==> src/rtl/serial_mag_comp.sv <==
// serial_mag_comp: bit-serial MSB-first unsigned magnitude comparator with latched verdict
module serial_mag_comp #(
  parameter int WIDTH      = 8,
  parameter int EARLY_EXIT = 1,
  parameter int CW         = $clog2(WIDTH + 1)
) (
  input  logic             clk,
  input  logic             rst_n,
  input  logic             start,
  input  logic [WIDTH-1:0] a,
  input  logic [WIDTH-1:0] b,
  output logic             busy,
  output logic             done,
  output logic             eq,
  output logic             gt,
  output logic             lt,
  output logic [CW-1:0]    cycles
);
  localparam int IW = $clog2(WIDTH);
  typedef enum logic [1:0] {IDLE, RUN, DONE} state_t;
  state_t           state_q, state_d;
  logic [WIDTH-1:0] sa_q, sa_d, sb_q, sb_d;
  logic [IW-1:0]    idx_q, idx_d;
  logic [CW-1:0]    cnt_q, cnt_d, cyc_q, cyc_d;
  logic             vg_q, vg_d, vl_q, vl_d;
  logic             eq_q, eq_d, gt_q, gt_d, lt_q, lt_d;
  logic             g, l, hit, fin;
  // the bit under test always sits at the MSB of the shift registers
  assign g   = sa_q[WIDTH-1] & ~sb_q[WIDTH-1];
  assign l   = ~sa_q[WIDTH-1] & sb_q[WIDTH-1];
  assign hit = (g | l) & ~(vg_q | vl_q);
  assign fin = ((EARLY_EXIT != 0) && hit) || (idx_q == '0);
  assign busy   = state_q == RUN;
  assign done   = state_q == DONE;
  assign eq     = eq_q;
  assign gt     = gt_q;
  assign lt     = lt_q;
  assign cycles = cyc_q;
  // state and datapath registers, cleared by synchronous active-low reset
  always_ff @(posedge clk) begin
    if (!rst_n) begin
      state_q <= IDLE;
      sa_q    <= '0;
      sb_q    <= '0;
      idx_q   <= '0;
      cnt_q   <= '0;
      cyc_q   <= '0;
      vg_q    <= 1'b0;
      vl_q    <= 1'b0;
      eq_q    <= 1'b1;
      gt_q    <= 1'b0;
      lt_q    <= 1'b0;
    end else begin
      state_q <= state_d;
      sa_q    <= sa_d;
      sb_q    <= sb_d;
      idx_q   <= idx_d;
      cnt_q   <= cnt_d;
      cyc_q   <= cyc_d;
      vg_q    <= vg_d;
      vl_q    <= vl_d;
      eq_q    <= eq_d;
      gt_q    <= gt_d;
      lt_q    <= lt_d;
    end
  end
  // next state: capture on start, one bit-step per RUN cycle, publish results on entry to DONE
  always_comb begin
    state_d = state_q;
    sa_d    = sa_q;
    sb_d    = sb_q;
    idx_d   = idx_q;
    cnt_d   = cnt_q;
    cyc_d   = cyc_q;
    vg_d    = vg_q;
    vl_d    = vl_q;
    eq_d    = eq_q;
    gt_d    = gt_q;
    lt_d    = lt_q;
    case (state_q)
      IDLE: if (start) begin
        sa_d    = a;
        sb_d    = b;
        idx_d   = IW'(WIDTH - 1);
        cnt_d   = '0;
        vg_d    = 1'b0;
        vl_d    = 1'b0;
        state_d = RUN;
      end
      RUN: begin
        vg_d  = vg_q | (hit & g);
        vl_d  = vl_q | (hit & l);
        cnt_d = cnt_q + 1'b1;
        sa_d  = sa_q << 1;
        sb_d  = sb_q << 1;
        if (fin) begin
          state_d = DONE;
          eq_d    = ~(vg_d | vl_d);
          gt_d    = vg_d;
          lt_d    = vl_d;
          cyc_d   = cnt_d;
        end else begin
          idx_d = idx_q - 1'b1;
        end
      end
      default: state_d = IDLE;
    endcase
  end
endmodule

==> config.mk <==
export PLATFORM = sky130hd
export DESIGN_NAME = serial_mag_comp
export DESIGN_NICKNAME = d
export VERILOG_FILES = /design/src/rtl/serial_mag_comp.sv
export SDC_FILE = /design/constraint.sdc
export NUM_CORES = 1
export LEC_CHECK = 0
export ABC_AREA = 1
export CAP_MARGIN = 20
export CORE_AREA = 2 2 59 61
export CTS_CLUSTER_DIAMETER = 120
export CTS_CLUSTER_SIZE = 12
export DETAILED_ROUTE_END_ITERATION = 6
export DIE_AREA = 0 0 61 63
export PLACE_DENSITY = 0.76
export SYNTH_ARGS = -nofsm -noshare
export SYNTH_HDL_FRONTEND = slang
export SYNTH_SLANG_ARGS = --single-unit
export TNS_END_PERCENT = 50
==> constraint.sdc <==
create_clock -name clk -period 1.65 [get_ports clk]
set_input_delay 0.33 -clock clk [delete_from_list [all_inputs] [get_ports clk]]
set_output_delay 0.33 -clock clk [all_outputs]
set_load 0.01 [all_outputs]
==> results.json <==
{
  "status": "complete, no violations",
  "core_region_area_sq_um": 3230,
  "routabilityCongestion": 0.796,
  "cts_hold_buf": 0,
  "finalCriticalPeriod_ps": 1550,
  "grt_max_degree": 24,
  "grt-ovfl-total": 0,
  "clock_path_buffers": 2,
  "drive_above_1_share_pct": 10.9,
  "io_buffers": 27,
  "r2r_cells": 8,
  "critPathCaptureType": "output port",
  "leakage_nw": 0.969,
  "syn_inst": 232,
  "yosys.area_share.adder_pct": 3.93,
  "drc": 0,
  "grt_pass1_wl_um": 5480,
  "detailed_place_hpwl_um": 2190,
  "max_slew.worst_pin.slew_ps": 270,
  "tns_ps": 0,
  "clock_skew_ps": 10.1,
  "ant_nets": 0,
  "io_pins": 28,
  "vias_per_cell": 4.48,
  "synth_compound_area_share_pct": 4.88,
  "preCtsSetupSlack_ps": 140,
  "cts_buffers": 5,
  "synth_top_family_by_area": "simple AND/OR/NAND/NOR gates",
  "slowest_delay_ps": 530,
  "worst_slack_ps": 97.8,
  "synth_area_leaders": "dfxtp_1 43%, nand2_1 23%, nor2_1 5.9%",
  "arrival_ps": 1220,
  "slew_headroom_pct": 82.0,
  "start_util_pct": 49.2,
  "drv_slew": 0,
  "wl_um": 3070,
  "start_kind": "register",
  "holdPathStages": 2,
  "die_h_um": 63,
  "antenna_found_initial": 0,
  "synth.avg_cell_area_sq_um": 6.85,
  "drt_iter0_drc": 61,
  "netlist_area_sq_um": 1590,
  "critPathBufInv": 1,
  "antenna_cells": 0,
  "clock.fmax_ghz": 0.644,
  "hold_viol_final": 0,
  "first_global_vias": 1316,
  "synth_top_area_cell": "dfxtp_1",
  "die-area_sq_um": 3840,
  "seq_area_frac_synth_pct": 42.8,
  "drv_cap": 0,
  "fp.dieW_um": 61,
  "post-cts-setup-buffer-count": 0,
  "synthToLayoutAreaGrowth_pct": 24.2,
  "wl_per_cell_um": 9.83,
  "clockRootBuffer": "clkbuf_4",
  "clk_pin_slew_ps": 100,
  "final_cell_mix": "98 x nand2_1, 33 x dfxtp_1, 25 x clkdlybuf4s50_1",
  "grt_use_total_pct": 18.9,
  "mostFrequentLayoutCell": "nand2_1",
  "cts_tree": "built",
  "clkSinkCount": 34,
  "cts_resized": 3,
  "yosys.area.top_type_share_pct": 42.8,
  "synth_mux_area_share_pct": 0,
  "max-vdd-ir-drop_mv": 0.471,
  "synth_simple_gate_area_share_pct": 38.6,
  "cellPowerDensity_nw_per_um2": 962,
  "whs_ps": 458,
  "fin_crit_sh_pct": 94.1,
  "critPathMaxFanout": 2,
  "vias": 1399,
  "crit_slowest_cell": "clkdlybuf4s50_1",
  "rsz0062_at_grt": "no",
  "synth_cell_types": 25,
  "clk_latency_ps": 340,
  "nets": 289,
  "final-setup-viol-count": 0,
  "ys_ff_latch": 34,
  "path_cells": "clkdlybuf4s50_1",
  "cp.depth": 1,
  "syn-num-nets": 256,
  "first_pass_iters": 5,
  "hold_class": "reg -> reg",
  "yosysWarnings": 0,
  "required_ps": 1320,
  "htree_levels": 2,
  "synth_xor_area_share_pct": 0.551,
  "critPathKind": "reg -> out",
  "crit_family": "buffers and inverters",
  "rows": 21
}
==> metrics by stage <==
stage | instances | area, sq um | utilization [%] | power (mW)
after floorplan | 232 | 1590 | - | 1.28
after global placement | 304 | 1910 | 59.0 | 1.43
after detailed placement | 304 | 1910 | 59.0 | 1.44
after CTS | 312 | 1970 | 60.9 | 1.91
after global routing | 312 | 1970 | 61.1 | 2.04
final | 312 | 1970 | 61.1 | 1.90
==> power breakdown <==
group          total [mW]  internal, mW  switching, mW
clock network       0.476         0.206          0.269
registers           0.948         0.903         0.0451
logic               0.476         0.205          0.270
==> sequential cells by signal (all words and copies together), names as in the netlist <==
| signal | cells |
|---|---|
| cnt_q | 4 |
| cycles | 4 |
| eq | 1 |
| gt | 1 |
| idx_q | 3 |
| lt | 1 |
| sa_q | 8 |
| sb_q | 8 |
| state_q | 2 |
| vg_q | 1 |
| vl_q | 1 |
==> path summary, 6_finish.rpt <==
path	from	endpoint	slack, ps
min reg2reg	sa_q[2]	sa_q[2]	460
max reg2reg	sa_q[7]	eq	200
max	eq	eq	100
min	sa_q[2]	sa_q[2]	460
==> final cells by class <==
type,instances,area (sq um)
clock buffer,7,55.1
clock inverter,1,5.00
fill,300,1260
inverter,24,92.6
multi-input combinational,167,769
sequential,34,682
tap,46,57.6
timing repair buffer,33,313
==> Yosys cell counts <==
library cell	number
a21oi_1	6
buf_2	2
buf_4	1
buf_6	3
clkbuf_1	1
dfxtp_1	34
ha_1	5
inv_1	19
inv_2	4
inv_4	1
nand2_1	98
nand2_2	4
nand2_4	2
nand3_1	9
nand3b_1	1
nand4_1	3
nor2_1	25
nor2_2	1
nor2_4	1
nor3_1	1
nor3_2	1
o21ai_0	6
o21ai_1	2
o31ai_1	1
xnor2_1	1
==> logic make-up (layout without fill, tap and decap cells) <==
| family | after synthesis | after routing |
|---|---|---|
| AO/OA/AOI/OAI | 15 | 15 |
| XOR/XNOR | 1 | 1 |
| adder cells (fa/ha/maj) | 5 | 5 |
| buffers and inverters | 31 | 65 |
| flip-flops | 34 | 34 |
| AND/OR/NAND/NOR | 146 | 146 |
==> metal layers <==
metal	up-vias	GRT usage [%]	wire [um]
met5	-	0	0
li1	772	-	-
met1	581	23.1	1450
met3	8	4.76	142
met4	0	8.97	61
met2	38	30.1	1410
Note: power is estimated with default switching activity, not from simulation.
